## config.mk

```make
export PLATFORM = sky130hd
export DESIGN_NAME = serializador
export DESIGN_NICKNAME = d
export VERILOG_FILES = /design/src/rtl/serializador.sv
export SDC_FILE = /design/constraint.sdc
export NUM_CORES = 1
export LEC_CHECK = 0
export BUFFER_PORTS_ARGS = -buffer_cell sky130_fd_sc_hd__buf_2
export CAP_MARGIN = 5
export CORE_MARGIN = 5
export CORE_UTILIZATION = 56
export CTS_CLUSTER_SIZE = 28
export DETAILED_ROUTE_END_ITERATION = 10
export PLACE_DENSITY = 0.8
export RECOVER_POWER = 50
export SLEW_MARGIN = 20
export SYNTH_ARGS = -nofsm -noshare
export SYNTH_HDL_FRONTEND = slang
export SYNTH_SLANG_ARGS = --single-unit
```

## constraint.sdc

```tcl
create_clock -name clock_100KHz -period 1.9 [get_ports clock_100KHz]
set_input_delay 0.095 -clock clock_100KHz [delete_from_list [all_inputs] [get_ports clock_100KHz]]
set_output_delay 0.095 -clock clock_100KHz [all_outputs]
set_load 0.02 [all_outputs]
```

## src/rtl/serializador.sv

```systemverilog
// -----------------------------------------------------------------------------
// serializador - transmit side of the byte-serial link
//
// Accepts WIDTH-bit words from a producer through a valid/ready handshake,
// buffers them in a DEPTH-entry FIFO and shifts each word out one bit per
// clock, LSB first. Shifting only advances on cycles where the receiver
// reports it can take a bit (status_in = 1). Otherwise the current bit is
// held back and the word is paused.
//
// Ports
//   clock_100KHz  in   1      system clock, all state on the rising edge
//   reset         in   1      asynchronous, active-low
//   data_in       in   WIDTH  word from the producer
//   data_valid    in   1      producer offers data_in this cycle
//   ready_in      out  1      FIFO has room (combinational); a transfer is
//                             data_valid && ready_in
//   data_out      out  1      serial bit toward the deserializer
//   write_out     out  1      data_out carries a valid bit this cycle
//   status_in     in   1      receiver can accept a bit
//   word_sent     out  1      one-cycle pulse after the last bit of a word
//   busy          out  1      FIFO non-empty or a word is in flight
// -----------------------------------------------------------------------------
module serializador #(
    parameter int WIDTH = 8,
    parameter int DEPTH = 2
) (
    input  logic             clock_100KHz,
    input  logic             reset,
    input  logic [WIDTH-1:0] data_in,
    input  logic             data_valid,
    output logic             ready_in,
    output logic             data_out,
    output logic             write_out,
    input  logic             status_in,
    output logic             word_sent,
    output logic             busy
);

    localparam int CNT_W = $clog2(WIDTH) + 1;
    localparam int PTR_W = (DEPTH > 1) ? $clog2(DEPTH) : 1;
    localparam int OCC_W = PTR_W + 1;

    typedef enum logic [1:0] {
        ST_IDLE  = 2'd0,
        ST_SHIFT = 2'd1,
        ST_DONE  = 2'd2
    } state_t;

    // FIFO storage: plain array, no reset, so it maps onto memory primitives.
    logic [WIDTH-1:0] r_mem [DEPTH];
    logic [PTR_W-1:0] r_wr_ptr;
    logic [PTR_W-1:0] r_rd_ptr;
    logic [OCC_W-1:0] r_count;

    state_t           r_state;
    logic [WIDTH-1:0] r_shreg;
    logic [CNT_W-1:0] r_bit_cnt;
    logic             r_data_out;
    logic             r_write_out;
    logic             r_word_sent;
    logic             r_busy;

    logic             w_push;
    logic             w_pop;
    logic [OCC_W-1:0] w_count_next;
    logic             w_cur_bit;
    logic             w_last_bit;

    assign ready_in  = (r_count != OCC_W'(DEPTH));
    assign w_push    = data_valid && ready_in;
    // The only consumer of the FIFO is the IDLE->SHIFT transition.
    assign w_pop     = (r_state == ST_IDLE) && (r_count != '0);

    assign w_count_next = r_count + OCC_W'(w_push) - OCC_W'(w_pop);

    // bit_cnt stays below WIDTH while in SHIFT, so its low bits index the word.
    assign w_cur_bit  = r_shreg[r_bit_cnt[CNT_W-2:0]];
    assign w_last_bit = (r_bit_cnt == CNT_W'(WIDTH - 1));

    assign data_out  = r_data_out;
    assign write_out = r_write_out;
    assign word_sent = r_word_sent;
    assign busy      = r_busy;

    // FIFO write port
    always_ff @(posedge clock_100KHz) begin
        if (w_push) begin
            r_mem[r_wr_ptr] <= data_in;
        end
    end

    // FIFO pointers and occupancy
    always_ff @(posedge clock_100KHz or negedge reset) begin
        if (!reset) begin
            r_wr_ptr <= '0;
            r_rd_ptr <= '0;
            r_count  <= '0;
        end else begin
            if (w_push) begin
                r_wr_ptr <= r_wr_ptr + PTR_W'(1);
            end
            if (w_pop) begin
                r_rd_ptr <= r_rd_ptr + PTR_W'(1);
            end
            r_count <= w_count_next;
        end
    end

    // Shift FSM with registered outputs. busy is loaded with the value that
    // matches the state/occupancy being entered, so it is never a cycle stale.
    always_ff @(posedge clock_100KHz or negedge reset) begin
        if (!reset) begin
            r_state     <= ST_IDLE;
            r_shreg     <= '0;
            r_bit_cnt   <= '0;
            r_data_out  <= 1'b0;
            r_write_out <= 1'b0;
            r_word_sent <= 1'b0;
            r_busy      <= 1'b0;
        end else begin
            r_word_sent <= 1'b0;
            case (r_state)
                ST_IDLE: begin
                    r_write_out <= 1'b0;
                    if (w_pop) begin
                        r_shreg   <= r_mem[r_rd_ptr];
                        r_bit_cnt <= '0;
                        r_state   <= ST_SHIFT;
                    end
                    r_busy <= w_pop || (w_count_next != '0);
                end
                ST_SHIFT: begin
                    if (status_in) begin
                        r_data_out  <= w_cur_bit;
                        r_write_out <= 1'b1;
                        r_bit_cnt   <= r_bit_cnt + CNT_W'(1);
                        if (w_last_bit) begin
                            r_state <= ST_DONE;
                        end
                    end else begin
                        // Receiver stalled: bit is not consumed, data_out held.
                        r_write_out <= 1'b0;
                    end
                    r_busy <= 1'b1;
                end
                ST_DONE: begin
                    // Forced gap between words lets the receiver drop status_in.
                    r_write_out <= 1'b0;
                    r_word_sent <= 1'b1;
                    r_state     <= ST_IDLE;
                    r_busy      <= (w_count_next != '0);
                end
                default: begin
                    r_write_out <= 1'b0;
                    r_state     <= ST_IDLE;
                    r_busy      <= (w_count_next != '0);
                end
            endcase
        end
    end

endmodule
```

==> results.yml, run 1 <==
sta:
  tightest_slew_ns: 1.15
  fin_crit_ns: 1.66
  finClkSkew_ns: 0.00383
  slew-limit-headroom_pct: 23.3
  hold_slack_ns: 0.0881
  slew_viol_final: 0
  fmax_mhz: 602
  finalSetupViolCount: 0
  rsz0062_at_grt: "false"
  min_period_over_period_pct: 87.4
  finalHoldViolations: 0
  fin_setup_tns_ns: 0
global_routing:
  grt_overflow: 0
  grt.total_usage_pct: 15.8
  grt_pass1_vias: 984
  grt_pass1_wl_um: 4310
  antenna_found_initial: 0
  grt_max_degree: 23
power:
  peakVddDrop_uv: 1020
  power.density_nw_per_um2: 1500
  power_leakage_nw: 0.746
cts:
  cts.clk_slew.worst_paths_ns: 0.11
  cts_tree: "done"
  cts_buffer_depth: 2
  numCtsBuffers: 5
  clock_sinks: 38
  cts_root_buffer: "clkbuf_4"
  insertion_delay_ns: 0.33
  cts_resized: 0
  post_cts_buffers: 0
  cts_max_level: 2
worst_setup_path:
  crit_path_end_kind: "flip-flop"
  cp-start-kind: "flip-flop"
  crit_type: "reg -> reg"
  cp.arrival_ns: 1.88
  cp-startpoint: "r_count[0]"
  required_ns: 2.12
  critPathMaxFanout: 6
  r2r_start: "r_count[0]"
logic_synthesis:
  yosysTopAreaCellShare_pct: 36.3
  synth_most_common_cell: "dfrtp_1"
  yosysSeqAreaShare_pct: 68.0
  synth_top_cell_by_area: "dfrtp_1"
  synthTopCellsByCount: "dfrtp_1, nor2_1, edfxtp_1"
  synth_flop_cell: "dfrtp_1"
  syn-num-nets: 126
  synth_edf_count: 16
  yosysWarnings: 0
  synthArstFlopShare_pct: 57.9
  synthDistinctLibCells: 32
  ys_top_cells_by_area: "dfrtp_1, edfxtp_1, mux2i_1, nor2_1, a21oi_1"
  synthesis.area_um2: 1520
  ys_seq_elements: 38
  avgSynthCellArea_um2: 13.5
  synth_cells: 112
floorplanning:
  die_area_um2: 3850
  row_count: 18
  start_util_pct: 59.6
  die_w_um: 62.0
  ioPinCount: 17
  coreArea_um2: 2540
  die_h_um: 62.0
route:
  drc: 0
  post_drt_wl_per_cell_um: 14.1
  drt_iter0_markers: 42
  postRouteAntennaNets: 0
  first_pass_iters: 4
  wirelength_um: 2430
  viasPerCell: 5.46
  vias: 939
final_layout:
  multi_input_area_um2: 455
  layout.nets: 155
  num_antenna_cells: 0
  fin_util_pct: 70.3
  n_fill_cell: 183
  area_delta_synth_final_pct: 17.9
  final_cells: 172
  regArea_um2: 1030
  drive_above_1_share_pct: 15.5
hold_path:
  hp-class: "in -> reg"
  hp-start: "status_in"
placed_design:
  io_buffers: 16
  dp.cells: 155
  hpwl_um: 1650
  place_congestion: 0.765
status:
  outcome: "complete, no violations"
flow_run:
  drv_cap: 0
-- sequential cells by signal, summed over array words and instances (netlist names), 2 cells and up --
| signal | count |
|---|---|
| r_bit_cnt | 4 |
| r_count | 2 |
| r_mem | 16 |
| r_shreg | 8 |
| r_state | 2 |
-- where the power goes --
| group | internal (mW) | leakage, nW | total, mW | switching [mW] |
|---|---|---|---|---|
| Clock | 0.273 | 0.0450 | 0.521 | 0.249 |
| Combinational | 0.380 | 0.296 | 0.779 | 0.399 |
| Sequential | 1.15 | 0.405 | 1.38 | 0.238 |
| Total | 1.80 | 0.746 | 2.68 | 0.885 |
-- final cells by class --
cell class	count	area share [%]
Clock inverter	3	2.24
Timing Repair Buffer	27	10.0
Clock buffer	5	2.10
Inverter	2	0.420
Multi-Input combinational cell	67	25.5
Sequential cell	38	57.7
Tap cell	30	2.10
-- metal layers --
layer  GRT usage [%]  wire, um  vias up
met5               0         0        -
met4            4.55         6        0
met3            5.79       132        2
met2            26.3      1220       24
met1            19.3      1060      450
li1                -         -      463
-- cells in the final DEF, fill, tap and decap left out, types with 2 or more instances in the layout --
master and count:
dfrtp_1 22, nor2_1 17, edfxtp_1 16, mux2i_1 12, buf_2 10, dlygate4sd3_1 9, a21oi_1 8, clkbuf_4 5
clkbuf_1 5, xnor2_1 3, xor2_1 3, nand2_1 2, inv_1 2, nand4_1 2, ha_1 2, clkinv_2 2
buf_4 2
-- critical path: stages, from the launching register on --
cell      delay [ns]
dfrtp_1         0.45
nand2b_1        0.17
nand2_1         0.12
xnor2_1         0.14
ha_1            0.19
xnor2_1         0.14
or3_1           0.34
-- worst paths after layout --
check	end	slack, ns	cells past startpoint
worst min register to register	r_wr_ptr	0.50	1
worst min-delay path	r_state[1]	0.09	3
worst max-delay path	busy	0.24	6
worst max register to register	busy	0.24	6
max in group asynchronous	r_shreg[3]	0.72	2
min in group asynchronous	r_state[0]	0.50	2
-- logic make-up after synthesis --
family                   synth area share (%)
multiplexers                             8.66
AO/OA/AOI/OAI                            6.27
adder cells (fa/ha/maj)                  1.65
AND/OR/NAND/NOR                          10.1
flip-flops                               68.0
XOR/XNOR                                 3.47
buffers and inverters                    1.90
-- through the flow --
stage          area (um2)  setup WS (ns)  total power, mW
2_1_floorplan        1520          0.191             1.95
3_3_place_gp         1630          0.313             2.10
3_5_place_dp         1630          0.240             2.18
4_1_cts              1800          0.229             2.71
5_1_grt              1790         0.0923             2.89
6_report             1790          0.240             2.68
-- timing repair --
action / 4_1_cts / 5_1_grt
endpoints found under the hold margin: 38 / 0
hold buffers: 9 / 0
setup endpoints to repair: 0 / 0
Note: power is estimated with default switching activity, not from simulation.
==> run 2, diff against run 1 <==
--- a/config.mk
+++ b/config.mk
@@ -5,6 +5,7 @@
 export SDC_FILE = /design/constraint.sdc
 export NUM_CORES = 1
 export LEC_CHECK = 0
+export ABC_CLOCK_PERIOD_IN_PS = 1900
 export BUFFER_PORTS_ARGS = -buffer_cell sky130_fd_sc_hd__buf_2
 export CAP_MARGIN = 5
 export CORE_MARGIN = 5
@@ -13,6 +14,7 @@
 export DETAILED_ROUTE_END_ITERATION = 10
 export PLACE_DENSITY = 0.8
 export RECOVER_POWER = 50
+export REMOVE_ABC_BUFFERS = 1
 export SLEW_MARGIN = 20
 export SYNTH_ARGS = -nofsm -noshare
 export SYNTH_HDL_FRONTEND = slang
==> run 2 against run 1 <==
  * Maximum frequency about the same
  * Sequential share of layout area about the same
  * Wire length grew 0.58%
  * Clock-buffer cell count is the same
  * Clock power increased by 5.8%
  * Non-clock buffer count did not move
  * Total power rose by 0.58%
  * Highest routed layer unchanged
==> results.yml, run 2 (same netlist as run 1, synthesis figures left out) <==
status:
  outcome: "complete, no violations"
power:
  pwr-share-clk_pct: 20.4
  switching_share_pct: 33.3
  p_int_mw: 1.80
  pwr-share-comb_pct: 28.3
  power_leakage_nw: 0.730
  power.density_nw_per_um2: 1510
  peakVddDrop_uv: 1280
  pwr-share-seq_pct: 51.3
  p_sw_mw: 0.900
placed_design:
  hpwl_um: 1550
  dp.cells: 155
  io_buffers: 16
  place_congestion: 0.745
floorplanning:
  ioPinCount: 17
  start_util_pct: 59.6
  row_count: 18
  die_h_um: 62.0
  coreArea_um2: 2540
  die_area_um2: 3850
  die_w_um: 62.0
worst_setup_path:
  path_cells: "nor2_1 -> o21a_1 -> xnor2_1 -> ha_1 -> xnor2_1 -> or3_1"
  crit_type: "reg -> reg"
  cp_top_family: "simple AND/OR/NAND/NOR gates"
  crit_top_cell: "xnor2_1"
  cpPeakStageDelay_ns: 0.45
  cp-start-kind: "flip-flop"
  cp.arrival_ns: 1.90
  crit_path_end_kind: "flip-flop"
  path_depth: 6
  cp_num_buf_inv: 0
  reg2regPathDepth: 6
  required_ns: 2.14
  cp_slowest_cell: "dfrtp_1"
  critPathMaxFanout: 7
final_layout:
  drive_above_1_share_pct: 13.4
  num_antenna_cells: 0
  largest_register_ffs: 16
  final_common_cell: "dfrtp_1"
  regMostFlops: "r_mem"
  final_cell_mix: "dfrtp_1, nor2_1, edfxtp_1"
  area_delta_synth_final_pct: 18.0
  layout.nets: 155
  fin_util_pct: 70.3
  final_cells: 172
  largestRegisters: "r_mem: 16 flops, r_shreg: 8 flops, r_bit_cnt: 4 flops"
global_routing:
  grt_pass1_wl_um: 4240
  antenna_found_initial: 0
  grt_max_degree: 23
  grt_overflow: 0
  grt.total_usage_pct: 16.3
  grt_pass1_vias: 959
route:
  first_pass_iters: 4
  post_drt_wl_per_cell_um: 14.2
  vias: 916
  viasPerCell: 5.33
  wirelength_um: 2440
  drt_iter0_markers: 38
  postRouteAntennaNets: 0
  drc: 0
cts:
  numCtsBuffers: 5
  cts_root_buffer: "clkbuf_4"
  cts_buffer_depth: 2
  post_cts_buffers: 0
  cts_tree: "done"
  clock_sinks: 38
  cts.clk_slew.worst_paths_ns: 0.11
  cts_max_level: 2
  insertion_delay_ns: 0.35
hold_path:
  min_path_cells: 3
  hp-class: "in -> reg"
sta:
  finalSetupViolCount: 0
  finalHoldViolations: 0
  fin_crit_ns: 1.66
  tightest_slew_ns: 1.15
  fmax_mhz: 602
  rsz0062_at_grt: "false"
  finClkSkew_ns: 0.00489
  slew-limit-headroom_pct: 23.2
  slew_viol_final: 0
  min_period_over_period_pct: 87.4
flow_run:
  drv_cap: 0
==> run 2: changes by cell type in the layout (fill, tap and decap cells not counted), sizes merged <==
| cell | previous run | this run |
|---|---|---|
| buf | 12 | 10 |
| clkbuf | 11 | 13 |
| clkinv | 2 | 0 |
| clkinvlp | 0 | 2 |
==> run 2: timing repair <==
| action | 4_1_cts | 5_1_grt |
|---|---|---|
| hold buffers | 9 | 0 |
| endpoints found under the hold margin | 38 | 0 |
| resized for setup | 0 | 0 |
==> run 2: worst min-delay path: cells and delay by family <==
kind	cells	cell delay, ns
AND/OR/NAND/NOR	2	0.17
buffers and inverters	1	0.10
==> run 2: stage by stage <==
stage               total power, mW  hold slack (ns)  area, um2  setup slack, ns  setup TNS, ns
finish                         2.70           0.0451       1790            0.240              0
CTS                            2.72           0.0295       1800            0.237              0
floorplan                      1.92           -0.201       1500          -0.0555        -0.0555
global route                   2.91           0.0290       1790            0.132              0
global placement               2.10           0.0710       1630            0.315              0
detailed placement             2.16           0.0817       1630            0.255              0
==> run 2: final cells by class <==
| type | instances | area, um2 |
|---|---|---|
| flip-flops and latches | 38 | 1030 |
| fillers | 186 | 756 |
| multi-input cells | 67 | 455 |
| repair buffers | 27 | 175 |
| clock inverters | 3 | 45.0 |
| clock buffers | 5 | 37.5 |
| well taps | 30 | 37.5 |
| inverters | 2 | 7.51 |
==> run 2: metal layers <==
metal / vias up / track usage (%) / routed length (um)
met5: - / 0 / 0
met4: 0 / 7.27 / 57
met3: 6 / 6.82 / 156
met2: 23 / 25.7 / 1230
met1: 429 / 19.5 / 998
li1: 458 / - / -
==> run 2: worst paths after layout <==
| path | slack [ns] | to | from |
|---|---|---|---|
| min in group asynchronous | 0.49 | r_shreg[7] | reset |
| worst max register to register | 0.24 | busy | r_state[0] |
| worst max-delay path | 0.24 | busy | r_state[0] |
| worst min-delay path | 0.05 | r_state[1] | status_in |
| worst min register to register | 0.51 | r_wr_ptr | r_wr_ptr |
| max in group asynchronous | 0.73 | r_count[1] | reset |
==> run 2: power groups by stage <==
stage,sequential [mW],clock [mW],combinational (mW)
after floorplan,1.37,0,0.550
after global placement,1.38,0,0.723
after detailed placement,1.40,0,0.756
after CTS,1.38,0.562,0.776
after global routing,1.43,0.617,0.868
final,1.39,0.551,0.763
==> run 3, diff against run 2 <==
--- a/config.mk
+++ b/config.mk
@@ -8,7 +8,7 @@
 export ABC_CLOCK_PERIOD_IN_PS = 1900
 export BUFFER_PORTS_ARGS = -buffer_cell sky130_fd_sc_hd__buf_2
 export CAP_MARGIN = 5
-export CORE_MARGIN = 5
+export CORE_MARGIN = 2
 export CORE_UTILIZATION = 56
 export CTS_CLUSTER_SIZE = 28
 export DETAILED_ROUTE_END_ITERATION = 10
==> run 3 against run 2 <==
  * Sequential cell count unchanged
  * Cell area decreased by 1.5%
  * Critical endpoint unchanged
  * Maximum frequency increased by 0.37%
  * Hold slack improved by 0.039 ns
  * Worst setup slack improved by 0.0061 ns
==> results.yml, run 3 (same netlist as run 1, synthesis figures left out) <==
status:
  outcome: "complete, no violations"
global_routing:
  grt_max_degree: 23
  grt_pass1_vias: 848
  antenna_found_initial: 0
  grt_overflow: 0
  grt.total_usage_pct: 16.1
  grt_pass1_wl_um: 3820
sta:
  finalSetupViolCount: 0
  tightest_slew_ns: 1.14
  fmax_mhz: 604
  min_period_over_period_pct: 87.1
  rsz0062_at_grt: "false"
  hold_slack_ns: 0.0837
  slew_viol_final: 0
  fin_crit_ns: 1.65
  fin_setup_tns_ns: 0
  finalHoldViolations: 0
  slew-limit-headroom_pct: 24.3
  finClkSkew_ns: 0.00821
worst_setup_path:
  crit_path_end_kind: "flip-flop"
  required_ns: 2.11
  reg2regPathDepth: 6
  cp-start-kind: "flip-flop"
  crit_type: "reg -> reg"
  critPathMaxFanout: 6
  r2r-end: "busy"
  r2r_start: "r_count[0]"
  reg2reg_slack_ns: 0.25
  cp.arrival_ns: 1.87
final_layout:
  largestRegisters: "r_mem: 16 flops, r_shreg: 8 flops, r_bit_cnt: 4 flops"
  fin_area_um2: 1760
  area_delta_synth_final_pct: 16.2
  final_cell_mix: "dfrtp_1, nor2_1, edfxtp_1"
  regMostFlops: "r_mem"
  largest_register_ffs: 16
  layout.nets: 155
  num_antenna_cells: 0
  final_common_cell: "dfrtp_1"
  drive_above_1_share_pct: 14.8
route:
  wirelength_um: 2200
  post_drt_wl_per_cell_um: 12.8
  first_pass_iters: 4
  vias: 918
  postRouteAntennaNets: 0
  drc: 0
  drt_iter0_markers: 18
  viasPerCell: 5.34
hold_path:
  hp-class: "in -> reg"
  hold_path_end: "r_state[1]"
  min_path_cells: 3
  hp-start: "status_in"
floorplanning:
  start_util_pct: 60.1
  die_h_um: 56.0
  ioPinCount: 17
  row_count: 18
  coreArea_um2: 2520
  die_w_um: 56.0
  die_area_um2: 3140
power:
  power.density_nw_per_um2: 1420
  peakVddDrop_uv: 949
  power_leakage_nw: 0.734
cts:
  cts_tree: "done"
  insertion_delay_ns: 0.33
  cts_max_level: 2
  clock_sinks: 38
  cts.clk_slew.worst_paths_ns: 0.10
  cts_root_buffer: "clkbuf_4"
  cts_buffer_depth: 2
  cts_resized: 0
  numCtsBuffers: 5
placed_design:
  hpwl_um: 1520
  io_buffers: 16
  placed_area_um2: 1630
  place_congestion: 0.748
flow_run:
  drv_cap: 0
## run 3: critical path: stages (launching register included)
cell,delay (ns)
dfrtp_1,0.44
nand2b_1,0.17
nand2_1,0.12
xnor2_1,0.14
ha_1,0.19
xnor2_1,0.14
or3_1,0.34
## run 3: cell type report
type | instances | area [um2]
clock inverter | 3 | 11.3
fill | 188 | 761
multi-input combinational | 67 | 455
clock buffer | 5 | 37.5
timing repair buffer | 27 | 181
sequential | 38 | 1030
inverter | 2 | 7.51
tap | 30 | 37.5
## run 3: power breakdown
group          switching (mW)  internal (mW)
sequential              0.237           1.15
combinational           0.383          0.379
clock                   0.232          0.132
## run 3: timing repair
| action | CTS | global route |
|---|---|---|
| hold endpoints to repair | 38 | 0 |
| setup buffers | 0 | 0 |
| hold buffers | 9 | 0 |
## run 3: worst max-delay path by stage
stage	startpoint	end	slack (ns)
after floorplan	r_state[0]	busy	-0.06
after global placement	r_state[0]	busy	0.31
after detailed placement	r_count[0]	busy	0.25
after CTS	r_count[0]	busy	0.23
after global routing	r_count[0]	busy	0.14
final	r_count[0]	busy	0.25
## run 3: per-layer routing
layer | vias up | part of all wire [%] | track usage (%)
met5 | - | 0 | 0
met4 | 0 | 2.1 | 9.18
met1 | 439 | 48 | 21.4
li1 | 459 | - | -
met3 | 5 | 4.0 | 5.12
met2 | 15 | 46 | 23.4
## run 3: stage by stage
step / power (mW) / utilization [%] / setup slack [ns] / cells
3_5_place_dp: 2.16 / 64.5 / 0.250 / 155
6_report: 2.51 / 69.8 / 0.246 / 172
3_3_place_gp: 2.10 / 64.5 / 0.308 / 155
4_1_cts: 2.54 / 70.0 / 0.228 / 172
2_1_floorplan: 1.92 / - / -0.0555 / 107
5_1_grt: 2.70 / 69.8 / 0.139 / 172
